==> src/rtl/vram_arbiter_if.sv <==
// Bundle of renderer, CPU and VRAM-side signals around vram_arbiter.
// The slave modport is the arbiter's view; master is the surrounding system.
interface vram_arbiter_if #(
  parameter int NUM_REQ = 4
);
  logic [15*NUM_REQ-1:0] req_addr_i;
  logic [NUM_REQ-1:0]    req_strobe_i;
  logic [NUM_REQ-1:0]    req_ack_o;
  logic [31:0]           req_data_o;

  logic [14:0]           cpu_addr_i;
  logic                  cpu_strobe_i;
  logic                  cpu_we_i;
  logic [31:0]           cpu_wdata_i;
  logic [3:0]            cpu_wmask_i;
  logic                  cpu_ack_o;
  logic [31:0]           cpu_rdata_o;

  logic [14:0]           mem_addr_o;
  logic                  mem_en_o;
  logic [3:0]            mem_we_o;
  logic [31:0]           mem_wdata_o;
  logic [31:0]           mem_rdata_i;

  modport slave (
    input  req_addr_i, req_strobe_i,
    input  cpu_addr_i, cpu_strobe_i, cpu_we_i, cpu_wdata_i, cpu_wmask_i,
    input  mem_rdata_i,
    output req_ack_o, req_data_o, cpu_ack_o, cpu_rdata_o,
    output mem_addr_o, mem_en_o, mem_we_o, mem_wdata_o
  );

  modport master (
    output req_addr_i, req_strobe_i,
    output cpu_addr_i, cpu_strobe_i, cpu_we_i, cpu_wdata_i, cpu_wmask_i,
    output mem_rdata_i,
    input  req_ack_o, req_data_o, cpu_ack_o, cpu_rdata_o,
    input  mem_addr_o, mem_en_o, mem_we_o, mem_wdata_o
  );
endinterface

==> src/rtl/vram_arbiter.sv <==
// Pipelined VRAM port arbiter: round-robin renderers, CPU at lowest priority.
// Optional VRAM_ARB_CPU_GUARD_EN adds a CPU starvation guard (CPU_WAIT_MAX cycles).
module vram_arbiter #(
  parameter int NUM_REQ      = 4,
  parameter int RD_LATENCY   = 2,
  parameter int CPU_WAIT_MAX = 8
) (
  input  logic            clk_i,
  input  logic            rst_i,
  vram_arbiter_if.slave   bus
);

  localparam int PTR_W = $clog2(NUM_REQ);
  localparam int ID_W  = $clog2(NUM_REQ + 1);
  localparam logic [ID_W-1:0] CPU_ID = ID_W'(NUM_REQ);

  typedef struct packed {
    logic            valid;
    logic [ID_W-1:0] id;
  } tag_t;

  logic [NUM_REQ-1:0] pending_q;
  logic               cpu_pending_q;
  logic [PTR_W-1:0]   rr_ptr_q;
  tag_t               tag_q [RD_LATENCY+1];

  logic [NUM_REQ-1:0] ack_q;
  logic [31:0]        req_data_q;
  logic               cpu_ack_q;
  logic [31:0]        cpu_rdata_q;
  logic               mem_en_q;
  logic [14:0]        mem_addr_q;
  logic [3:0]         mem_we_q;
  logic [31:0]        mem_wdata_q;

  logic [NUM_REQ-1:0] ren_elig;
  logic               cpu_elig;
  logic               cpu_force;
  logic               ren_hit;
  logic [PTR_W-1:0]   ren_idx;
  logic [PTR_W:0]     cand;
  logic               grant_cpu;
  logic               grant_ren;
  logic               grant_any;
  logic [NUM_REQ-1:0] grant_vec;
  logic [14:0]        grant_addr;
  logic [ID_W-1:0]    grant_id;
  tag_t               ret_tag;
  logic [NUM_REQ-1:0] ack_d;

  assign ren_elig = bus.req_strobe_i & ~pending_q;
  assign cpu_elig = bus.cpu_strobe_i & ~cpu_pending_q;

  // Round-robin search starting at rr_ptr_q, wrapping modulo NUM_REQ.
  always_comb begin
    // NOTE: every variable gets a default before any branch so no latch is inferred.
    ren_hit = 1'b0;
    ren_idx = '0;
    cand    = '0;
    for (int i = 0; i < NUM_REQ; i++) begin
      cand = {1'b0, rr_ptr_q} + (PTR_W+1)'(i);
      if (cand >= (PTR_W+1)'(NUM_REQ)) cand = cand - (PTR_W+1)'(NUM_REQ);
      if (!ren_hit && ren_elig[cand[PTR_W-1:0]]) begin
        ren_hit = 1'b1;
        ren_idx = cand[PTR_W-1:0];
      end
    end
  end

`ifdef VRAM_ARB_CPU_GUARD_EN
  localparam int WAIT_W = $clog2(CPU_WAIT_MAX + 1);
  logic [WAIT_W-1:0] wait_cnt_q;

  assign cpu_force = cpu_elig && (wait_cnt_q == WAIT_W'(CPU_WAIT_MAX));

  always_ff @(posedge clk_i) begin
    if (rst_i || grant_cpu) begin
      wait_cnt_q <= '0;
    end else if (cpu_elig && (wait_cnt_q != WAIT_W'(CPU_WAIT_MAX))) begin
      wait_cnt_q <= wait_cnt_q + 1'b1;
    end
  end
`else
  assign cpu_force = 1'b0;
`endif

  assign grant_cpu = cpu_elig && (cpu_force || !ren_hit);
  assign grant_ren = ren_hit && !grant_cpu;
  assign grant_any = grant_cpu || grant_ren;

  always_comb begin
    grant_vec = '0;
    if (grant_ren) grant_vec[ren_idx] = 1'b1;
  end

  always_comb begin
    grant_addr = bus.req_addr_i[15*ren_idx +: 15];
    grant_id   = ID_W'(ren_idx);
    if (grant_cpu) begin
      grant_addr = bus.cpu_addr_i;
      grant_id   = CPU_ID;
    end
  end

  // The oldest tag tells which port the data now on mem_rdata_i belongs to.
  assign ret_tag = tag_q[RD_LATENCY];

  always_comb begin
    ack_d = '0;
    for (int k = 0; k < NUM_REQ; k++) begin
      ack_d[k] = ret_tag.valid && (ret_tag.id == ID_W'(k));
    end
  end

  always_ff @(posedge clk_i) begin
    // NOTE: state registers use non-blocking assignments so every flop samples pre-edge values.
    if (rst_i) begin
      // NOTE: the tag pipeline must be reset so no ghost ack follows a reset; the data
      // registers are reset only because every output is required to read 0.
      pending_q     <= '0;
      cpu_pending_q <= 1'b0;
      rr_ptr_q      <= '0;
      for (int k = 0; k <= RD_LATENCY; k++) tag_q[k] <= '0;
      ack_q         <= '0;
      req_data_q    <= '0;
      cpu_ack_q     <= 1'b0;
      cpu_rdata_q   <= '0;
      mem_en_q      <= 1'b0;
      mem_addr_q    <= '0;
      mem_we_q      <= '0;
      mem_wdata_q   <= '0;
    end else begin
      // Ack clears at the end of the ack cycle, so a still-held strobe is not regranted.
      pending_q     <= (pending_q & ~ack_q) | grant_vec;
      cpu_pending_q <= (cpu_pending_q & ~cpu_ack_q) | grant_cpu;

      if (grant_ren) begin
        rr_ptr_q <= (ren_idx == PTR_W'(NUM_REQ - 1)) ? '0 : ren_idx + 1'b1;
      end

      mem_en_q <= grant_any;
      mem_we_q <= '0;
      if (grant_any) mem_addr_q <= grant_addr;
      if (grant_cpu && bus.cpu_we_i) begin
        mem_we_q    <= bus.cpu_wmask_i;
        mem_wdata_q <= bus.cpu_wdata_i;
      end

      tag_q[0] <= '{valid: grant_any, id: grant_id};
      for (int k = 1; k <= RD_LATENCY; k++) tag_q[k] <= tag_q[k-1];

      ack_q     <= ack_d;
      cpu_ack_q <= ret_tag.valid && (ret_tag.id == CPU_ID);
      if (|ack_d) req_data_q <= bus.mem_rdata_i;
      if (ret_tag.valid && (ret_tag.id == CPU_ID)) cpu_rdata_q <= bus.mem_rdata_i;
    end
  end

  assign bus.req_ack_o   = ack_q;
  assign bus.req_data_o  = req_data_q;
  assign bus.cpu_ack_o   = cpu_ack_q;
  assign bus.cpu_rdata_o = cpu_rdata_q;
  assign bus.mem_en_o    = mem_en_q;
  assign bus.mem_addr_o  = mem_addr_q;
  assign bus.mem_we_o    = mem_we_q;
  assign bus.mem_wdata_o = mem_wdata_q;

endmodule

==> src/flat_wrapper.sv <==
// flat-port wrapper written by rule: the top's interface ports become plain ports
module vram_arbiter_flat 
#(
  parameter int NUM_REQ      = 4,
  parameter int RD_LATENCY   = 2,
  parameter int CPU_WAIT_MAX = 8
)
  (clk_i, rst_i, bus_req_addr_i, bus_req_strobe_i, bus_cpu_addr_i, bus_cpu_strobe_i, bus_cpu_we_i, bus_cpu_wdata_i, bus_cpu_wmask_i, bus_mem_rdata_i, bus_req_ack_o, bus_req_data_o, bus_cpu_ack_o, bus_cpu_rdata_o, bus_mem_addr_o, bus_mem_en_o, bus_mem_we_o, bus_mem_wdata_o);
  vram_arbiter_if #(.NUM_REQ(NUM_REQ)) bus_i ();
  input  logic clk_i;
  input  logic rst_i;
  input wire logic [$bits(bus_i.req_addr_i)-1:0] bus_req_addr_i;
  input wire logic [$bits(bus_i.req_strobe_i)-1:0] bus_req_strobe_i;
  input wire logic [$bits(bus_i.cpu_addr_i)-1:0] bus_cpu_addr_i;
  input wire logic [$bits(bus_i.cpu_strobe_i)-1:0] bus_cpu_strobe_i;
  input wire logic [$bits(bus_i.cpu_we_i)-1:0] bus_cpu_we_i;
  input wire logic [$bits(bus_i.cpu_wdata_i)-1:0] bus_cpu_wdata_i;
  input wire logic [$bits(bus_i.cpu_wmask_i)-1:0] bus_cpu_wmask_i;
  input wire logic [$bits(bus_i.mem_rdata_i)-1:0] bus_mem_rdata_i;
  output wire logic [$bits(bus_i.req_ack_o)-1:0] bus_req_ack_o;
  output wire logic [$bits(bus_i.req_data_o)-1:0] bus_req_data_o;
  output wire logic [$bits(bus_i.cpu_ack_o)-1:0] bus_cpu_ack_o;
  output wire logic [$bits(bus_i.cpu_rdata_o)-1:0] bus_cpu_rdata_o;
  output wire logic [$bits(bus_i.mem_addr_o)-1:0] bus_mem_addr_o;
  output wire logic [$bits(bus_i.mem_en_o)-1:0] bus_mem_en_o;
  output wire logic [$bits(bus_i.mem_we_o)-1:0] bus_mem_we_o;
  output wire logic [$bits(bus_i.mem_wdata_o)-1:0] bus_mem_wdata_o;
  assign bus_i.req_addr_i = bus_req_addr_i;
  assign bus_i.req_strobe_i = bus_req_strobe_i;
  assign bus_i.cpu_addr_i = bus_cpu_addr_i;
  assign bus_i.cpu_strobe_i = bus_cpu_strobe_i;
  assign bus_i.cpu_we_i = bus_cpu_we_i;
  assign bus_i.cpu_wdata_i = bus_cpu_wdata_i;
  assign bus_i.cpu_wmask_i = bus_cpu_wmask_i;
  assign bus_i.mem_rdata_i = bus_mem_rdata_i;
  assign bus_req_ack_o = bus_i.req_ack_o;
  assign bus_req_data_o = bus_i.req_data_o;
  assign bus_cpu_ack_o = bus_i.cpu_ack_o;
  assign bus_cpu_rdata_o = bus_i.cpu_rdata_o;
  assign bus_mem_addr_o = bus_i.mem_addr_o;
  assign bus_mem_en_o = bus_i.mem_en_o;
  assign bus_mem_we_o = bus_i.mem_we_o;
  assign bus_mem_wdata_o = bus_i.mem_wdata_o;
  vram_arbiter #(.NUM_REQ(NUM_REQ), .RD_LATENCY(RD_LATENCY), .CPU_WAIT_MAX(CPU_WAIT_MAX)) u_core (.clk_i(clk_i), .rst_i(rst_i), .bus(bus_i));
endmodule
==> config.mk <==
export PLATFORM = sky130hd
export DESIGN_NAME = vram_arbiter_flat
export DESIGN_NICKNAME = d
export VERILOG_FILES = /design/src/rtl/vram_arbiter_if.sv /design/src/rtl/vram_arbiter.sv /design/src/flat_wrapper.sv
export SDC_FILE = /design/constraint.sdc
export NUM_CORES = 1
export LEC_CHECK = 0
export CORE_ASPECT_RATIO = 1.2
export CORE_MARGIN = 2
export CORE_UTILIZATION = 43
export DETAILED_ROUTE_END_ITERATION = 8
export GPL_TIMING_DRIVEN = 0
export PLACE_DENSITY_LB_ADDON = 0.25
export SYNTH_ARGS = -nofsm -noshare
export SYNTH_HDL_FRONTEND = slang
export SYNTH_SLANG_ARGS = --single-unit
==> constraint.sdc <==
create_clock -name clk_i -period 3.59 [get_ports clk_i]
set_input_delay 1.077 -clock clk_i [delete_from_list [all_inputs] [get_ports clk_i]]
set_output_delay 1.077 -clock clk_i [all_outputs]
set_load 0.1 [all_outputs]
======== Yosys cells after proc, flatten, opt, wreduce, memory -nomap -nowiden ========
Memories as Yosys holds them, arrays and structs flattened.
Cells that the tools add are included.
operators by class
  add/sub/neg operators ................... 8
  multipliers ............................. 1
  magnitude comparators ................... 10
  equality and inequality tests ........... 5
  shifts and indexed selects .............. 1
  multiplexer cells ....................... 32
  bitwise logic cells ..................... 14
  reduce and logical (&&, ||, !) cells .... 21
operators with widths
  cell                   number
  $shiftx A60 B7 Y15     1
  $mux W2                9
  $mux W4                4
  $lt A2 B3 Y1 const B   5
  $mux W15               1
  $logic_and A1 B1 Y1    12
  $mux W1                12
  $ge A3 B3 Y1 const B   3
  $and A4 B4 Y4          2
  $bmux W1 S2            4
  $not A4 Y4             2
  $sub A2 B1 Y2 const B  4
  $add A2 B2 Y3 const B  2
  $eq A3 B2 Y1 const B   2
  $mul A4 B2 Y6 const A  1
  $logic_not A1 Y1       5
  $or A1 B1 Y1           4
  $or A4 B4 Y4           1
  $reduce_or A4 Y1       1
  $add A2 B1 Y3 const B  1
  $eq A3 B1 Y1 const B   1
  $eq A3 B3 Y1 const B   1
  $ge A2 B3 Y1 const B   1
  $logic_not A3 Y1       1
  9 further kinds        12
storage, ports and cells
  register bits after elaboration ......... 128
  memory bits (writable) .................. 12
  output and inout port bits .............. 121
  word-level logic and storage cells ...... 104
  memories kept ........................... 1
memories
  memory        words  bits a word  read ports  clocked after Yosys merged registers in  write ports  line                RTL
  u_core.tag_q  3      4            3           0                                        3            vram_arbiter.sv:25  tag_t tag_q [RD_LATENCY+1];

======== Depth between registers and ports, before layout ========
Gate-level depths: netlist (run 1).
  depth after elaboration ................. 20
  gate-level depth with buffers ........... 8
  depth with buffers taken out ............ 8

======== Least setup slack after synthesis (run 1) ========
OpenSTA, ideal clock, no wires.
  kind .................................... input to register
  from .................................... input bus_req_strobe_i[0]
  to ...................................... register u_core.pending_q[2]
  setup time .............................. 0.128 ns
  data arrival time ....................... 2.209 ns
  data required time ...................... 3.462 ns
  path slack .............................. 1.253 ns
  cell stages on the path ................. 8
  buffers on the path ..................... 0
  cells stage by stage .................... nor3b_1 -> a311oi_1 -> o21a_1 -> and2_1 -> inv_1 -> ha_1 -> a2bb2oi_1 -> nor2_1
between the ends
  word-level cells in the longest chain between the ends .. 19
  elaborated cells on any way between the ends .. 34
ends and longest elaborated chain
  element                                                             line                 RTL
  start, declared                                                     flat_wrapper.sv:13   input wire logic [$bits(bus_i.req_strobe_i)-1:0] bus_req_strobe_i;
  $and A4 B4 Y4 (*)                                                   vram_arbiter.sv:51   assign ren_elig = bus.req_strobe_i & ~pending_q;
  $bmux W1 S2                                                         vram_arbiter.sv:63   if (!ren_hit && ren_elig[cand[PTR_W-1:0]]) begin
  $mux W1 (not written as such)                                       vram_arbiter.sv:63
  $mux W1                                                             vram_arbiter.sv:63
  $logic_not A1 Y1                                                    vram_arbiter.sv:63
  $logic_and A1 B1 Y1                                                 vram_arbiter.sv:63
  $mux W1                                                             vram_arbiter.sv:63
  $logic_not A1 Y1                                                    vram_arbiter.sv:63
  [... 4 more ...]                                                    n/a
  $mux W2 (*)                                                         vram_arbiter.sv:63
  net u_core.ren_idx[0]                                               vram_arbiter.sv:40   logic [PTR_W-1:0] ren_idx;
  $lt A2 B3 Y1 (not written as such) or $ge A2 B1 Y1 (tied branches)  vram_arbiter.sv:93   if (grant_ren) grant_vec[ren_idx] = 1'b1;
  $logic_and A1 B1 Y1 (not written as such)                           vram_arbiter.sv:93
  $mux W1 (not written as such)                                       vram_arbiter.sv:93
  $demux W1 S2 (*)                                                    n/a
  $mux W4 (*)                                                         vram_arbiter.sv:93
  $or A4 B4 Y4 (*)                                                    vram_arbiter.sv:134  pending_q <= (pending_q & ~ack_q) | grant_vec;
  end signal, assigned                                                vram_arbiter.sv:134
  end, declared                                                       vram_arbiter.sv:22   logic [NUM_REQ-1:0] pending_q;
Mark *: on every way through the listed nets, which the timed path passes. The rest lies on a longest branch. The select of a mux whose other input is x is not followed.
A chain may end at the register's enable or synchronous reset.

======== Worst setup path in the final report (run 1) ========
  from .................................... register u_core.cpu_rdata_q[1] (netlist: u_core.bus.cpu_rdata_o[1])
  to ...................................... output bus_cpu_rdata_o[1]
RTL lines
  element                 line                 RTL
  start, declared         vram_arbiter.sv:30   logic [31:0] cpu_rdata_q;
  start signal, assigned  vram_arbiter.sv:155  if (ret_tag.valid && (ret_tag.id == CPU_ID)) cpu_rdata_q <= bus.mem_rdata_i;
  end, declared           flat_wrapper.sv:23   output wire logic [$bits(bus_i.cpu_rdata_o)-1:0] bus_cpu_rdata_o;
No word-level cell between the ends.

==> impl_metrics.toml, run 1 <==
[die]
die_h_um = 127
fp.dieW_um = 107
start_util = 0.436
core-area_um2 = 12500
io_pins = 272
dieArea_um2 = 13600
placementRows = 45

[worst_setup_path]
crit_family = "buffers and inverters"
crit_path_cell_trace = "clkdlybuf4s50_1"
max_stage_delay_ps = 1160
cp-start-kind = "register"
worstPathRequired_ps = 2510
crit_arrival_ps = 1950
path_class = "register to output port"
crit_buf_inv = 1
slowest_stage = "clkdlybuf4s50_1"
path_max_fanout = 2
crit_path_end_kind = "output port"

[cts]
cts-htree-levels = 4
cts_setup_buffers = 0
hold_buffers = 0
cts_sinks = 139
clk_latency_ps = 410
cts.repair.resized = 0
cts_root_buf = "clkbuf_16"
cts_tree = "built"
cts_buffers = 17
cts.reportedPaths.clkPinSlew_ps = 60
clock_path_buffers = 2

[timing]
fin_skew_ps = 6.25
finalSetupViolCount = 0
tightest_slew_ps = 1060
fin_tns_setup_ps = 0
max_slew_margin = 0.292
grt_setup_unrepaired = "no"
layout_min_cycle_time_ps = 3020
report.final.slew_viol_count = 0
fin_crit_sh = 0.842
max_freq_mhz = 331
finalHoldViolCount = 0

[pwr]
p_int_mw = 3.58
pwr-share-comb = 0.347
p_leak_nw = 3.25
switching_share = 0.357
pwr-share-clk = 0.334
peakVddDrop_mv = 0.634
power_density_nw_per_um2 = 619
p_sw_mw = 1.99
power.total_mw = 5.56
p_seq_frac = 0.319

[grt]
grt_usage = 0.245
grt_first_pass_wirelength_um = 26400
grt.overflow.total = 0
antenna_found_initial = 0
grt_max_degree = 17
grt_pass1_vias = 5554

[synth]
synth_top_cell_by_area = "dfxtp_1"
synth_nets = 779
synth_edf_count = 0
ys_types = 37
netlist_top_cells_area = "dfxtp_1 (51%), nand2_1 (14%), a21oi_1 (9.3%)"
synthFlopType = "dfxtp_1"
seq_area_frac_synth = 0.511
async_reset_ff_frac = 0
synth_most_common_cell = "nand2_1"
ys_warn_count = 0
synthDominantCellAreaShare = 0.511
synthTopCellsByCount = "nand2_1 (210), dfxtp_1 (139), a21oi_1 (101), mux2i_1 (30), clkbuf_1 (25)"
avgSynthCellArea_um2 = 8.73
synth_cells = 624
ys_seq_elements = 139
netlist_area_um2 = 5450

[finish]
fill_cells = 972
num-nets-final = 1068
drive_gt1_frac = 0.0853
fin_util = 0.720
antenna_cells = 0
syn_to_final_growth_pct = 65.0

[drt]
drt_first_pass_iters = 5
drcViolationCount = 0
drtIter0Drc = 262
wl_um = 16800
drtAntennaViolNets = 0
wl_per_cell_um = 15.4
via_per_inst = 4.99
vias = 5435

[worst_hold_path]
hold_path_class = "register to register"

[outcome]
status = "complete, no violations"

[run]
cap_violations = 0

[placed_design]
gp_congestion = 0.843
io_buffers = 270
hpwlAfterDp_um = 13100
## power by group through the flow
stage / Clock [mW] / Combinational, mW / Sequential [mW]
2_1_floorplan: 0 / 0.639 / 2.56
3_3_place_gp: 0 / 1.90 / 1.80
3_5_place_dp: 0 / 1.93 / 1.81
4_1_cts: 1.87 / 1.94 / 1.77
5_1_grt: 1.95 / 2.02 / 1.79
6_report: 1.86 / 1.93 / 1.78
## cells by family after synthesis
| group | after synthesis | share of synthesized area |
|---|---|---|
| muxes | 45 | 0.0861 |
| buffers and inverters | 50 | 0.0500 |
| adders and majority gates | 4 | 0.00918 |
| AOI/OAI and AO/OA | 123 | 0.134 |
| DFF | 139 | 0.511 |
| and+or+nand+nor | 263 | 0.210 |
## path summary, 6_finish.rpt
path                              from                   to  slack, ps  depth (start not counted)
max reg2reg        u_core.pending_q[1]  u_core.pending_q[2]       1750                          8
min reg2reg         u_core.tag_q[0][6]  u_core.tag_q[0][10]        430                          1
min                 u_core.tag_q[0][6]  u_core.tag_q[0][10]        430                          1
max          u_core.bus.cpu_rdata_o[1]   bus_cpu_rdata_o[1]        570                          1
## routing by layer
layer / wire [µm] / up-vias / track usage / part of all wire
met1: 6250 / 2518 / 0.252 / 0.37
li1: - / 2656 / - / -
met3: 1290 / 27 / 0.0633 / 0.077
met2: 8860 / 234 / 0.462 / 0.53
met5: 0 / - / 0 / 0
met4: 419 / 0 / 0.104 / 0.025
## worst reg2reg max path: stages, from the launching register on
cell and delay (ps):
dfxtp_1 310, nand2b_4 160, a311oi_1 300, o21a_1 250
and2_1 220, inv_1 80, ha_1 200, a2bb2oi_1 140
nor2_1 50
## layout make-up
cell class,instances,area [µm²],share of cell area
buffer,45,254,0.0282
clock buffer,20,467,0.0519
clock inverter,12,169,0.0188
inverter,5,18.8,0.00209
multi-input combinational,435,2390,0.266
sequential,139,2780,0.309
tap,164,205,0.0228
timing repair buffer,270,2700,0.301
## flip-flops by register name (all words and copies together), names as in the netlist
| register | count |
|---|---|
| u_core.pending_q | 4 |
| u_core.bus.mem_we_o | 4 |
| u_core.bus.mem_addr_o | 15 |
| u_core.bus.cpu_rdata_o | 32 |
| u_core.tag_q | 12 |
| u_core.rr_ptr_q | 2 |
| u_core.bus.cpu_ack_o | 1 |
| u_core.bus.req_data_o | 32 |
| u_core.bus.req_ack_o | 4 |
| u_core.cpu_pending_q | 1 |
| u_core.bus.mem_wdata_o | 32 |
## stage by stage
| stage | hold WS (ps) | worst slack (ps) | instances | instance area (µm²) |
|---|---|---|---|---|
| floorplan | 414 | 1250 | 624 | 5450 |
| CTS | 438 | 557 | 1090 | 8990 |
| global placement | 416 | 532 | 1058 | 8360 |
| global route | 465 | 534 | 1090 | 8990 |
| finish | 434 | 567 | 1090 | 8990 |
| detailed placement | 425 | 430 | 1058 | 8360 |
## placed cells by master, fill, tap and decap left out, types with 3 or more instances in the layout
master	count
buf_2	8
dfxtp_1	139
nor2b_1	15
o221ai_2	4
bufinv_16	4
nor2_1	12
o221ai_1	11
a21oi_1	101
nand2_1	210
nand2b_4	4
mux2i_1	30
clkbuf_1	25
ha_1	4
mux2_2	15
nor3b_1	5
clkbuf_16	17
clkbuf_8	3
clkinv_2	5
clkdlybuf4s50_1	270
buf_6	9
inv_1	5
Power figures use the tool's default switching activity.
==> run 2, diff against run 1 <==
--- a/config.mk
+++ b/config.mk
@@ -7,7 +7,7 @@
 export LEC_CHECK = 0
 export CORE_ASPECT_RATIO = 1.2
 export CORE_MARGIN = 2
-export CORE_UTILIZATION = 43
+export CORE_UTILIZATION = 40
 export DETAILED_ROUTE_END_ITERATION = 8
 export GPL_TIMING_DRIVEN = 0
 export PLACE_DENSITY_LB_ADDON = 0.25
==> constraint.sdc (replaced) <==
create_clock -name clk_i -period 3.05 [get_ports clk_i]
set_input_delay 0.915 -clock clk_i [delete_from_list [all_inputs] [get_ports clk_i]]
set_output_delay 0.915 -clock clk_i [all_outputs]
set_load 0.1 [all_outputs]
==> run 2 against run 1 <==
Compared with the run above: setup slack worse by 370 ps; combinational power up 17%; total power up 19%; first-iteration DRC count down 11%; flip-flop and latch count unchanged; clock power up 24%; largest cell class unchanged; highest routed layer unchanged.
==> impl_metrics.toml, run 2 (same netlist as run 1, synthesis figures left out) <==
[finish]
fill_cells = 1116
final_area_um2 = 9020
fin_util = 0.678
drive_gt1_frac = 0.0832
multi_input_area_um2 = 2390
mostFrequentLayoutCell = "clkdlybuf4s50_1"
layout_common_cells = "clkdlybuf4s50_1 (270), nand2_1 (210), dfxtp_1 (139), a21oi_1 (101), mux2i_1 (30)"
syn_to_final_growth_pct = 65.5
fin_cells = 1094
antenna_cells = 0
num-nets-final = 1068
regArea_um2 = 2780

[run]
cap_violations = 0

[cts]
cts_setup_buffers = 0
cts-htree-levels = 4
cts_sinks = 139
cts_tree = "built"
cts.reportedPaths.clkPinSlew_ps = 60
clock_path_buffers = 2
cts.repair.resized = 0
cts_root_buf = "clkbuf_16"
clk_latency_ps = 420
hold_buffers = 0
cts_buffers = 17

[timing]
fin_skew_ps = 12.4
fin_hold_ws_ps = 436
layout_min_cycle_time_ps = 2860
grt_setup_unrepaired = "no"
max_freq_mhz = 350
finalSetupViolCount = 0
report.final.slew_viol_count = 0
fin_tns_setup_ps = 0
fin_crit_sh = 0.937
tightest_slew_ps = 1020
finalHoldViolCount = 0
max_slew_margin = 0.315

[drt]
drtIter0Drc = 234
wl_per_cell_um = 15.1
wl_um = 16500
drtAntennaViolNets = 0
drt_first_pass_iters = 4
vias = 5316
drcViolationCount = 0
via_per_inst = 4.86

[pwr]
peakVddDrop_mv = 0.542
power_density_nw_per_um2 = 737
p_leak_nw = 3.26

[worst_setup_path]
path_class = "register to output port"
cp-start-kind = "register"
crit_path_cell_trace = "clkdlybuf4s50_1"
worstPathRequired_ps = 2130
crit_family = "buffers and inverters"
crit_path_end_kind = "output port"
path_max_fanout = 2
slowest_stage = "clkdlybuf4s50_1"
crit_buf_inv = 1
max_stage_delay_ps = 1170
crit_arrival_ps = 1940

[die]
io_pins = 272
die_h_um = 132
fp.dieW_um = 111
core-area_um2 = 13300
dieArea_um2 = 14600
placementRows = 46
start_util = 0.410

[placed_design]
placed_cell_area_um2 = 8360
gp_congestion = 0.839
hpwlAfterDp_um = 12400
dpl.cell_count = 1062
io_buffers = 270

[grt]
grt_usage = 0.222
grt_pass1_vias = 5300
grt_max_degree = 17
grt.overflow.total = 0
grt_first_pass_wirelength_um = 26200
antenna_found_initial = 0

[outcome]
status = "complete, no violations"

[worst_hold_path]
hold_path_class = "register to register"
==> run 2: cell types whose count changed in the layout (fill, tap and decap cells not counted) <==
cell        change
bufinv_16       +1
clkbuf_1        +2
clkbuf_8        -2
clkinv_2        -4
clkinv_4        -1
clkinvlp_4      -1
inv_6           +4
inv_8           +1
==> run 2: worst paths after layout <==
path              slack, ps                   endpoint                    start  depth (start not counted)
setup / recovery        190           bus_req_ack_o[2]  u_core.bus.req_ack_o[2]                          1
hold / removal          440         u_core.tag_q[0][4]       u_core.tag_q[0][0]                          1
setup reg to reg       1230  u_core.bus.mem_addr_o[12]      u_core.pending_q[0]                          6
hold reg to reg         440         u_core.tag_q[0][4]       u_core.tag_q[0][0]                          1
==> run 2: final cells by class <==
class | count | share of cell area
Sequential cell | 139 | 0.309
Timing Repair Buffer | 270 | 0.300
Multi-Input combinational cell | 435 | 0.266
Clock buffer | 20 | 0.0495
Buffer | 45 | 0.0282
Tap cell | 168 | 0.0233
Clock inverter | 12 | 0.0232
Inverter | 5 | 0.00208
==> run 2: where the power goes <==
| group | leakage [nW] | total (mW) | switching [mW] | internal [mW] |
|---|---|---|---|---|
| combinational | 1.81 | 2.25 | 1.46 | 0.792 |
| clock | 0.318 | 2.31 | 0.818 | 1.49 |
| sequential | 1.13 | 2.08 | 0.0919 | 1.99 |
==> run 2: metal layers <==
metal  wire length [µm]  up-vias  global-route usage  share of wire
met4                467        0              0.0951          0.028
met1               6360     2416               0.242           0.39
li1                   -     2655                   -              -
met2               8490      212               0.394           0.52
met5                  0        -                   0              0
met3               1160       33              0.0754          0.070
==> run 2: stage by stage <==
stage	power, mW	setup slack [ps]
3_3_place_gp	4.37	222
5_1_grt	6.90	125
3_5_place_dp	4.38	220
2_1_floorplan	3.76	875
6_report	6.64	194
4_1_cts	6.69	153
==> run 3, diff against run 2 <==
--- a/config.mk
+++ b/config.mk
@@ -5,12 +5,14 @@
 export SDC_FILE = /design/constraint.sdc
 export NUM_CORES = 1
 export LEC_CHECK = 0
+export CAP_MARGIN = 25
 export CORE_ASPECT_RATIO = 1.2
-export CORE_MARGIN = 2
+export CORE_MARGIN = 4
 export CORE_UTILIZATION = 40
 export DETAILED_ROUTE_END_ITERATION = 8
 export GPL_TIMING_DRIVEN = 0
 export PLACE_DENSITY_LB_ADDON = 0.25
+export SETUP_SLACK_MARGIN = 0.5
 export SYNTH_ARGS = -nofsm -noshare
 export SYNTH_HDL_FRONTEND = slang
 export SYNTH_SLANG_ARGS = --single-unit
==> run 3 against run 2 <==
Compared with the run above: global-route usage fell by 0.94 points; non-clock buffer count is the same; register-to-register slack better by 30 ps; largest power group is now combinational logic; total power is 3.0% lower; clock power decreased by 6%; maximum frequency rose by 13%.
==> impl_metrics.toml, run 3 (same netlist as run 1, synthesis figures left out) <==
[outcome]
status = "complete, no violations"

[die]
die_h_um = 136
core-area_um2 = 13300
dieArea_um2 = 15600
fp.dieW_um = 115
io_pins = 272
start_util = 0.410
placementRows = 46

[worst_setup_path]
slowest_stage = "dlygate4sd2_1"
crit_buf_inv = 1
crit_arrival_ps = 1600
max_stage_delay_ps = 880
crit_path_end_kind = "output port"
cp-start-kind = "register"
path_max_fanout = 2
worstPathRequired_ps = 2130
path_class = "register to output port"
crit_family = "buffers and inverters"
crit_path_cell_trace = "dlygate4sd2_1"

[drt]
wl_per_cell_um = 15.3
drcViolationCount = 0
drtIter0Drc = 274
wl_um = 16700
drt_first_pass_iters = 4
via_per_inst = 4.81
vias = 5262
drtAntennaViolNets = 0

[worst_hold_path]
hold_path_class = "register to register"

[pwr]
peakVddDrop_mv = 0.479
p_leak_nw = 3.56
power_density_nw_per_um2 = 727

[timing]
max_slew_margin = 0.329
grt_setup_unrepaired = "yes"
finalWorstSetupSlack_ps = 531
layout_min_cycle_time_ps = 2520
finalSetupViolCount = 0
fin_skew_ps = 5.03
fin_tns_setup_ps = 0
report.final.slew_viol_count = 0
max_freq_mhz = 397
finalHoldViolCount = 0
tightest_slew_ps = 1010
fin_crit_sh = 0.826

[cts]
clk_latency_ps = 410
cts_setup_buffers = 0
cts_sinks = 139
cts-htree-levels = 4
cts_tree = "built"
cts_buffers = 17
cts_root_buf = "clkbuf_16"
cts.reportedPaths.clkPinSlew_ps = 60
clock_path_buffers = 2

[finish]
drive_gt1_frac = 0.100
num-nets-final = 1068
syn_to_final_growth_pct = 62.7
mostFrequentLayoutCell = "nand2_1"
layout_common_cells = "nand2_1 (210), clkdlybuf4s50_1 (149), dfxtp_1 (139), a21oi_1 (101), clkdlybuf4s15_1 (55)"

[grt]
antenna_found_initial = 1
grt_usage = 0.213
grt_max_degree = 17
grt_first_pass_wirelength_um = 26100
grt.overflow.total = 0
grt_pass1_vias = 5261

[placed_design]
io_buffers = 270
gp_congestion = 0.825
dp_slack_ps = 205
hpwlAfterDp_um = 12900

[run]
cap_violations = 0
run 3: changes by cell type in the layout (fill, tap and decap cells not counted), sizes merged:
| cell | before | now |
|---|---|---|
| dlygate4sd2 | 0 | 51 |
| clkinvlp | 1 | 2 |
| clkbuf | 45 | 57 |
| clkinv | 1 | 4 |
| clkdlybuf4s50 | 270 | 149 |
| inv | 10 | 8 |
| diode | 0 | 1 |
| clkdlybuf4s15 | 0 | 57 |
| bufinv | 5 | 4 |
run 3: final cells by class:
cell class,instances,area [µm²]
antenna,1,2.50
buffer,45,254
clock buffer,19,433
clock inverter,13,191
fill,1162,4430
inverter,5,18.8
multi-input combinational,435,2400
sequential,139,2780
tap,168,210
timing repair buffer,270,2580
run 3: repair_timing:
item,4_1_cts,5_1_grt
pin swaps,0,1
gates resized for setup,137,70
setup endpoints to repair,121,68
hold buffers,0,0
gates cloned,0,0
run 3: per-layer routing:
layer / share of wire / GRT usage / wire length (µm) / up-vias
met5: 0 / 0 / 0 / -
met4: 0.022 / 0.0779 / 360 / 0
met3: 0.092 / 0.0730 / 1540 / 27
met2: 0.51 / 0.382 / 8580 / 217
met1: 0.37 / 0.230 / 6260 / 2364
li1: - / - / - / 2654
run 3: metrics by stage:
step | hold slack [ps] | std cells | util | power, mW | cell area [µm²]
global placement | 419 | 1062 | 0.629 | 4.38 | 8360
floorplan | 414 | 624 | - | 3.76 | 5450
detailed placement | 425 | 1062 | 0.629 | 4.39 | 8360
finish | 436 | 1095 | 0.667 | 6.44 | 8870
global route | 449 | 1095 | 0.667 | 6.71 | 8870
CTS | 440 | 1094 | 0.666 | 6.49 | 8860
run 3: path summary, 6_finish.rpt:
kind / to / depth (start not counted) / slack (ps) / from
hold reg to reg: u_core.tag_q[0][9] / 1 / 440 / u_core.tag_q[0][5]
hold / removal: u_core.tag_q[0][9] / 1 / 440 / u_core.tag_q[0][5]
setup reg to reg: u_core.pending_q[2] / 8 / 1260 / u_core.pending_q[1]
setup / recovery: bus_mem_wdata_o[31] / 1 / 530 / u_core.bus.mem_wdata_o[31]
run 3: power by group:
group	internal (mW)	switching [mW]	total, mW
Sequential	1.99	0.0887	2.08
Clock	1.38	0.795	2.17
Combinational	0.717	1.47	2.19
